===== config.mk =====
export PLATFORM = sky130hd
export DESIGN_NAME = dp_sequencer
export DESIGN_NICKNAME = d
export VERILOG_FILES = /design/src/rtl/dp_sequencer.sv
export SDC_FILE = /design/constraint.sdc
export NUM_CORES = 1
export LEC_CHECK = 0
export CORE_MARGIN = 8
export CORE_UTILIZATION = 50
export CTS_CLUSTER_DIAMETER = 120
export DETAILED_ROUTE_END_ITERATION = 10
export PLACE_DENSITY = 0.95
export SYNTH_ARGS = -nofsm -noshare
export SYNTH_HDL_FRONTEND = slang
export SYNTH_SLANG_ARGS = --single-unit
export TNS_END_PERCENT = 1

===== constraint.sdc =====
create_clock -name clk -period 3.7 [get_ports clk]
set_input_delay 0.555 -clock clk [delete_from_list [all_inputs] [get_ports clk]]
set_output_delay 0.555 -clock clk [all_outputs]
set_load 0.05 [all_outputs]

===== src/rtl/dp_sequencer.sv =====
// dp_sequencer: finite-state controller that steps a short program through the
// complex-arithmetic data path. Each instruction is fetched, its operands are loaded
// through a valid/ready handshake, the ALU is given one settle cycle, and the 16-bit
// result is written to the upper half of the instruction/result memory.
//
// Ports:
//   clk         system clock, rising edge
//   rst         synchronous active-high reset
//   go          start program, sampled only in IDLE
//   n_instr     instruction count for the run, clamped to PROG_MAX
//   inst        memory read data for r_addr: [4:2] destination slot, [1:0] ALU op
//   opnd_valid  host presents operands for the current instruction
//   opnd_ready  operand handshake accept
//   r_addr      instruction read address (zero-extended pc)
//   ir_load     instruction register load enable
//   a_load      operand A load enable
//   b_load      operand B load enable (always equal to a_load)
//   alu_op      op of the instruction in flight
//   mem_we      result write enable
//   w_addr      result address {1'b1, dest}
//   busy        high in every state except IDLE
//   done        one-cycle pulse at program end
//   wr_count    results written in the current/last run
module dp_sequencer #(
   parameter int unsigned PROG_MAX = 8
) (
   input  logic       clk,
   input  logic       rst,
   input  logic       go,
   input  logic [3:0] n_instr,
   input  logic [4:0] inst,
   input  logic       opnd_valid,
   output logic       opnd_ready,
   output logic [3:0] r_addr,
   output logic       ir_load,
   output logic       a_load,
   output logic       b_load,
   output logic [1:0] alu_op,
   output logic       mem_we,
   output logic [3:0] w_addr,
   output logic       busy,
   output logic       done,
   output logic [3:0] wr_count
);

   localparam logic [3:0] ProgMax = 4'(PROG_MAX);

   typedef enum logic [2:0] {
      StIdle,
      StFetch,
      StOpnd,
      StExec,
      StWrite,
      StFin
   } state_e;

   state_e     state;
   logic [2:0] pc;
   logic [3:0] count;
   logic [4:0] inst_copy;
   logic [3:0] n_clamped;
   logic       last_instr;

   assign n_clamped  = (n_instr > ProgMax) ? ProgMax : n_instr;
   // count is never 0 outside IDLE/FIN, so count-1 cannot wrap where it is used
   assign last_instr = ({1'b0, pc} == (count - 4'd1));

   assign r_addr = {1'b0, pc};
   assign alu_op = inst_copy[1:0];
   assign w_addr = {1'b1, inst_copy[4:2]};
   // Only combinational path from an input: the operand handshake itself
   assign a_load = opnd_ready & opnd_valid;
   assign b_load = opnd_ready & opnd_valid;

   // Strobes are registered: each is set on the edge that enters the state it belongs to.
   always_ff @(posedge clk) begin
      if (rst) begin
         state      <= StIdle;
         pc         <= 3'd0;
         count      <= 4'd0;
         inst_copy  <= 5'd0;
         wr_count   <= 4'd0;
         ir_load    <= 1'b0;
         opnd_ready <= 1'b0;
         mem_we     <= 1'b0;
         busy       <= 1'b0;
         done       <= 1'b0;
      end else begin
         ir_load    <= 1'b0;
         opnd_ready <= 1'b0;
         mem_we     <= 1'b0;
         done       <= 1'b0;
         unique case (state)
            StIdle: begin
               if (go) begin
                  count    <= n_clamped;
                  pc       <= 3'd0;
                  wr_count <= 4'd0;
                  busy     <= 1'b1;
                  if (n_clamped == 4'd0) begin
                     state <= StFin;
                     done  <= 1'b1;
                  end else begin
                     state   <= StFetch;
                     ir_load <= 1'b1;
                  end
               end
            end
            StFetch: begin
               inst_copy  <= inst;
               state      <= StOpnd;
               opnd_ready <= 1'b1;
            end
            StOpnd: begin
               if (opnd_valid) begin
                  state <= StExec;
               end else begin
                  opnd_ready <= 1'b1;
               end
            end
            StExec: begin
               state  <= StWrite;
               mem_we <= 1'b1;
            end
            StWrite: begin
               wr_count <= wr_count + 4'd1;
               if (last_instr) begin
                  state <= StFin;
                  done  <= 1'b1;
               end else begin
                  pc      <= pc + 3'd1;
                  state   <= StFetch;
                  ir_load <= 1'b1;
               end
            end
            StFin: begin
               state <= StIdle;
               busy  <= 1'b0;
            end
            default: begin
               state <= StIdle;
               busy  <= 1'b0;
            end
         endcase
      end
   end

endmodule


==> results of run 1 <==
report_power, final:
group	switching [mW]	leakage [nW]	total, mW	internal (mW)
registers	0.0514	0.195	0.344	0.293
clock network	0.0745	0.0138	0.113	0.0381
logic	0.194	0.333	0.320	0.126
total	0.320	0.542	0.777	0.457
per-stage QoR:
stage          std cells  power (mW)  hold slack [ns]  worst slack (ns)  cell area [sq um]
2_1_floorplan        134       0.589            0.453              1.73               1230
3_3_place_gp         186       0.655            0.468              1.17               1520
5_1_grt              189       0.816            0.532              1.08               1540
6_report             189       0.777            0.508              1.14               1540
3_5_place_dp         186       0.670            0.495              1.14               1520
4_1_cts              189       0.778            0.516              1.14               1540
cell usage after synthesis, drive strengths merged, types with 3 or more instances:
| cell type | count | area [sq um] |
|---|---|---|
| a21oi | 9 | 45.0 |
| nand3b | 6 | 45.0 |
| nor3 | 4 | 20.0 |
| nand2 | 13 | 48.8 |
| nor2 | 17 | 66.3 |
| dfxtp | 24 | 480 |
| ha | 3 | 37.5 |
| xnor2 | 4 | 35.0 |
| mux2i | 7 | 70.1 |
| buf | 7 | 55.1 |
| o21ai | 3 | 22.5 |
per-layer routing:
layer | vias up | share of wire, %
li1 | 518 | -
met1 | 478 | 41
met2 | 26 | 49
met3 | 5 | 8.2
met4 | 0 | 1.2
met5 | - | 0
worst paths after layout:
kind	end	slack (ns)	cells past startpoint	start
worst max-delay path	b_load	1.14	3	opnd_valid
worst min-delay path	pc[2]	0.51	2	pc[2]
worst max register to register	pc[0]	1.83	6	count[0]
worst min register to register	pc[2]	0.51	2	pc[2]
kinds of logic after synthesis:
group	share of synthesized area, %
AND/OR/NAND/NOR	26.2
flip-flops	39.1
AO/OA/AOI/OAI	13.5
buffers and inverters	5.70
multiplexers	7.53
XOR/XNOR	4.27
adder cells (fa/ha/maj)	3.05
other	0.611
state kept, by name, summed over array words and instances, names as in the netlist:
signal	cells
mem_we	1
wr_count	4
pc	3
done	1
count	4
inst_copy	5
state	3
busy	1
opnd_ready	1
ir_load	1
worst reg2reg max path, stage by stage (launching register included):
cell     delay [ns]
dfxtp_1        0.43
inv_1          0.06
ha_1           0.33
xnor2_1        0.16
o31ai_1        0.31
o21ai_2        0.14
mux2_1         0.33
layout by cell type (no fill, tap or decap), types with 2 or more instances in the layout:
master / instances
a21oi_1: 9
clkbuf_4: 3
clkdlybuf4s50_1: 31
conb_1: 2
dfxtp_1: 24
ha_1: 3
inv_1: 2
mux2i_1: 7
nand2_1: 13
nand2b_1: 2
nand3_1: 2
nand3b_1: 6
nor2_1: 16
nor3_1: 4
nor4_1: 2
o2111ai_1: 2
o21ai_2: 2
o31ai_1: 2
or3_1: 2
xnor2_1: 4
xor2_1: 2
layout make-up:
class | count | area, sq um
tap | 30 | 37.5
sequential | 24 | 480
clock buffer | 3 | 22.5
multi-input combinational | 99 | 679
timing repair buffer | 31 | 310
inverter | 2 | 7.51
fill | 198 | 872
==> impl_metrics.ini, run 1 <==
[outcome]
status = completed

[worst_setup_path]
crit_family = buffers and inverters
crit_path_cell_trace = clkdlybuf4s50_1 -> and2_1 -> clkdlybuf4s50_1
cp_slowest_cell = clkdlybuf4s50_1
cp.arrival_ns = 2.00
cp.required_ns = 3.14
critPathBufInv = 2
end_kind = primary output
start_kind = primary input
critPathKind = in2out
cpMostUsedCell = clkdlybuf4s50_1
path_max_fanout = 3
critPathMaxStageDelay_ns = 0.80

[synthesis]
synth-edff-count = 0
syn_avg_cell_area_sq_um = 9.18
synth-seq-cells = 24
async_flop_share_pct = 0
synth_fp_nets = 150
synth_area_sq_mm = 0.00123
yosysSeqAreaShare_pct = 39.1
yosysUniqueCellTypes = 42
yosys_warnings = 0
synth_ff_type = dfxtp_1
syn_inst = 134

[sta]
rsz0062_at_grt = no
drv_slew = 0
tightest_slew_ns = 0.845
max_freq_mhz = 391
setup_viol = 0
slew-limit-headroom_pct = 43.5
period_share_pct = 69.1
clock-skew-final_ns = 0.00276
finalSetupTns_ns = 0
hold_viol = 0
timing.final.crit_period_ns = 2.56

[run]
cap_viol_max_count = 0

[floorplan]
num_rows = 18
dieWidth_um = 65.6
die_y_um = 65.6
core_sq_mm = 0.00241
start_util_pct = 51.0
die_area_sq_mm = 0.00430
io_pins = 34

[clocking]
cts_resized = 0
cts_buffer_depth = 2
root_buffer = clkbuf_4
postCtsHoldBufs = 0
clock_latency_ns = 0.31
cts_buffers = 3
h-tree-depth = 1
clkSinkCount = 24
postCtsSetupRepairBufs = 0
cts_tree = yes
cts.reportedPaths.clkPinSlew_ns = 0.12

[routing]
ant_nets = 0
wl_um = 2830
viasPerCell = 5.43
route.detailed.wl_per_inst_um = 15.0
vias = 1027
drtIter0Drc = 13
detail_route.first_pass.iterations = 4
drc = 0

[finish]
layout-drive-gt1-share_pct = 8.81
fin_nets = 177
area_growth_pct = 25.0
utilization_pct = 63.8
n_antenna_cell = 0

[global_route]
use_met1_pct = 13.7
grtUsageTotal_pct = 13.7
grt_pass1_vias = 1063
overflow = 0
use_met2_pct = 24.4
grt_busiest_layer = met2
antenna_found_initial = 0
grt_pass1_wl_um = 4750
grt_max_degree = 26
grt_use_met3_pct = 6.63

[placement]
hpwl_um = 2200
routabilityCongestion = 0.858
port_buffers = 31

[power]
powerDensity_mw_per_mm2 = 505
p_leak_nw = 0.542
irDropWorstVdd_mv = 0.368

[hold_path]
hp-class = reg2reg
Power figures use the tool's default switching activity.
==> inputs of run 2 (changes only) <==
CORE_UTILIZATION = 42   (was 50)
PLACE_DENSITY = 0.86   (was 0.95)
clock period = 2.1 ns   (was 3.7 ns; I/O delays follow)
==> impl_metrics.ini, run 2 (synthesis gave the netlist of run 1 again) <==
[floorplan]
start_util_pct = 44.2
die_y_um = 70.1
num_rows = 19
die_area_sq_mm = 0.00492
io_pins = 34
core_sq_mm = 0.00278
dieWidth_um = 70.1

[sta]
clock-skew-final_ns = 0.00898
drv_slew = 0
period_share_pct = 91.8
rsz0062_at_grt = no
hold_viol = 0
timing.final.crit_period_ns = 1.93
finalSetupTns_ns = 0
setup_viol = 0
tightest_slew_ns = 0.534
slew-limit-headroom_pct = 64.3
hold_ws_ns = 0.509
max_freq_mhz = 519

[worst_setup_path]
reg2reg_from = count[0]
crit_path_cell_trace = clkdlybuf4s50_1
rr_worst_depth = 6
start_kind = register
cp.arrival_ns = 1.61
cp_slowest_cell = clkdlybuf4s50_1
crit_family = buffers and inverters
critPathKind = reg2out
critPathMaxStageDelay_ns = 0.85
critPathBufInv = 1
path_max_fanout = 5
rrSetupSlack_ns = 0.25
cp.required_ns = 1.78
end_kind = primary output
r2r-end = pc[0]

[finish]
final_common_cell = clkdlybuf4s50_1
largest_reg_flops = 5
layout_common_cells = clkdlybuf4s50_1 (29), dfxtp_1 (24), nor2_1 (16)
layout-drive-gt1-share_pct = 12.8
reg_top3 = inst_copy (5), count (4), wr_count (4)
multiInputGateArea_sq_um = 679
n_antenna_cell = 0
nFillCells = 246
area_growth_pct = 29.8
design_area_sq_mm = 0.00160
largest-register = inst_copy
regArea_sq_um = 480
fin_nets = 182

[clocking]
h-tree-depth = 1
postCtsSetupRepairBufs = 0
cts.reportedPaths.clkPinSlew_ns = 0.13
root_buffer = clkbuf_4
cts_resized = 0
clock_latency_ns = 0.30
postCtsHoldBufs = 0
cts_buffers = 3
clkSinkCount = 24
cts_buffer_depth = 2
cts_tree = yes

[hold_path]
worstHoldPathCells = 2
min_from = pc[2]
min_to = pc[2]
hp-class = reg2reg

[routing]
viasPerCell = 5.38
route.detailed.wl_per_inst_um = 14.7
detail_route.first_pass.iterations = 4
wl_um = 2860
drc = 0
vias = 1050
ant_nets = 0
drtIter0Drc = 45

[global_route]
grt_pass1_vias = 1052
grt_pass1_wl_um = 4730
overflow = 0
antenna_found_initial = 0
grtUsageTotal_pct = 11.2
grt_max_degree = 17

[placement]
port_buffers = 31
routabilityCongestion = 0.811
hpwl_um = 2270
placed_area_sq_mm = 0.00157

[power]
p_leak_nw = 0.577
powerDensity_mw_per_mm2 = 871
total_power_mw = 1.39
irDropWorstVdd_mv = 0.762

[outcome]
status = completed

[run]
cap_viol_max_count = 0
-- run 2: how the worst max path moves through the flow --
stage	start	endpoint	slack (ns)	cells after the start
floorplan	pc[2]	pc[0]	0.36	4
global route	pc[1]	r_addr[1]	0.12	1
global placement	go	wr_count[0]	0.34	5
CTS	pc[1]	r_addr[1]	0.17	1
detailed placement	count[0]	pc[0]	0.28	6
finish	pc[1]	r_addr[1]	0.17	1
-- run 2: area by class of cell --
cell class                      instances  share of cell area [%]
Multi-Input combinational cell         99                    42.6
Sequential cell                        24                    30.1
Timing Repair Buffer                   36                    23.0
Tap cell                               31                    2.43
Clock buffer                            3                    1.41
Inverter                                2                   0.470
-- run 2: power by group --
| group | leakage (nW) | switching (mW) | internal [mW] | total [mW] |
|---|---|---|---|---|
| Sequential | 0.195 | 0.0844 | 0.516 | 0.600 |
| Combinational | 0.368 | 0.346 | 0.252 | 0.598 |
| Clock | 0.0138 | 0.126 | 0.0667 | 0.193 |
-- run 2: per-layer routing --
layer	global-route usage (%)	share of wire, %
met5	0	0
met4	1.34	0
met3	5.93	10
met2	18.8	48
met1	12.6	42
-- run 2: through the flow --
step	setup slack, ns	util, %	instances
6_report	0.172	57.4	195
5_1_grt	0.124	57.4	195
4_1_cts	0.167	57.4	195
3_5_place_dp	0.277	56.6	192
3_3_place_gp	0.340	56.6	192
2_1_floorplan	0.365	-	134
-- run 2: tightest hold or removal path, stage by stage (launching register included) --
cell and delay (ns):
dfxtp_1 0.36, nand2_1 0.06, mux2i_1 0.05
==> inputs of run 3 (changes only) <==
MAX_ROUTING_LAYER = met4   (was default)
TNS_END_PERCENT = default   (was 1)
==> impl_metrics.ini, run 3 (synthesis gave the netlist of run 1 again) <==
[routing]
drc = 0
drtIter0Drc = 39
detail_route.first_pass.iterations = 4
ant_nets = 0
viasPerCell = 5.44
vias = 1061
route.detailed.wl_per_inst_um = 14.6
wl_um = 2850

[hold_path]
hp-class = reg2reg

[floorplan]
io_pins = 34
die_area_sq_mm = 0.00492
die_y_um = 70.1
num_rows = 19
start_util_pct = 44.2
dieWidth_um = 70.1
core_sq_mm = 0.00278

[run]
cap_viol_max_count = 0

[power]
pwr-share-comb_pct = 42.9
p_leak_nw = 0.577
pwr-share-clk_pct = 14.1
p_seq_share_pct = 43.0
switchingPower_mw = 0.560
powerDensity_mw_per_mm2 = 873
irDropWorstVdd_mv = 0.770
swShare_pct = 40.2
intPower_mw = 0.834

[global_route]
grtUsageTotal_pct = 11.6
grt_max_degree = 17
grt_pass1_wl_um = 4750
overflow = 0
antenna_found_initial = 0
grt_pass1_vias = 1047

[finish]
utilization_pct = 57.4
largest_reg_flops = 5
reg_top3 = inst_copy (5), count (4), wr_count (4)
layout_common_cells = clkdlybuf4s50_1 (29), dfxtp_1 (24), nor2_1 (16)
fin_nets = 182
final_common_cell = clkdlybuf4s50_1
n_antenna_cell = 0
area_growth_pct = 29.8
design_area_sq_mm = 0.00160
largest-register = inst_copy
layout-drive-gt1-share_pct = 12.8
nFillCells = 246

[sta]
max_freq_mhz = 518
hold_ws_ns = 0.509
rsz0062_at_grt = no
finalSetupTns_ns = 0
timing.final.crit_period_ns = 1.93
period_share_pct = 91.9
clock-skew-final_ns = 0.00581
drv_slew = 0
setup_viol = 0
hold_viol = 0
tightest_slew_ns = 0.533
slew-limit-headroom_pct = 64.4

[worst_setup_path]
path_max_fanout = 5
start_kind = register
cp_slowest_cell = clkdlybuf4s50_1
critPathBufInv = 1
crit_family = buffers and inverters
critPathKind = reg2out
end_kind = primary output
cp.arrival_ns = 1.62
critPathMaxStageDelay_ns = 0.85
crit_path_cell_trace = clkdlybuf4s50_1
cp.required_ns = 1.78

[clocking]
cts_buffer_depth = 2
cts_resized = 0
cts_tree = yes
clkSinkCount = 24
h-tree-depth = 1
postCtsSetupRepairBufs = 0
postCtsHoldBufs = 0
cts.reportedPaths.clkPinSlew_ns = 0.13
root_buffer = clkbuf_4
cts_buffers = 3
clock_latency_ns = 0.30

[outcome]
status = completed

[placement]
placed_area_sq_mm = 0.00157
routabilityCongestion = 0.823
port_buffers = 31
hpwl_um = 2270
-- run 3: power by group through the flow --
stage	registers [mW]	logic, mW	clock network, mW
after floorplan	0.686	0.352	0
after global placement	0.605	0.587	0
after detailed placement	0.610	0.600	0
after CTS	0.600	0.603	0.202
after global routing	0.614	0.645	0.225
final	0.600	0.599	0.196
-- run 3: final cells by class --
class | count | area, sq um | share of cell area (%)
Sequential cell | 24 | 480 | 30.1
Timing Repair Buffer | 36 | 368 | 23.0
Clock buffer | 3 | 22.5 | 1.41
Tap cell | 31 | 38.8 | 2.43
Inverter | 2 | 7.51 | 0.470
Multi-Input combinational cell | 99 | 679 | 42.6
-- run 3: stage by stage --
stage	setup slack, ns	instances	total power [mW]
after floorplan	0.365	134	1.04
after global placement	0.340	192	1.19
after detailed placement	0.277	192	1.21
after CTS	0.167	195	1.40
after global routing	0.124	195	1.48
final	0.169	195	1.39
-- run 3: path summary, 6_finish.rpt --
kind	startpoint	endpoint	slack (ns)	cells after the start
hold / removal	pc[2]	pc[2]	0.51	2
hold reg to reg	pc[2]	pc[2]	0.51	2
setup reg to reg	count[0]	pc[0]	0.26	6
setup / recovery	pc[1]	r_addr[1]	0.17	1
-- run 3: routing by layer --
| layer | vias up | GRT usage [%] | share of wire [%] |
|---|---|---|---|
| met4 | 0 | 1.34 | 0 |
| met5 | - | - | 0 |
| met1 | 503 | 14.3 | 45 |
| li1 | 532 | - | - |
| met2 | 26 | 18.6 | 49 |
| met3 | 0 | 3.67 | 5.9 |
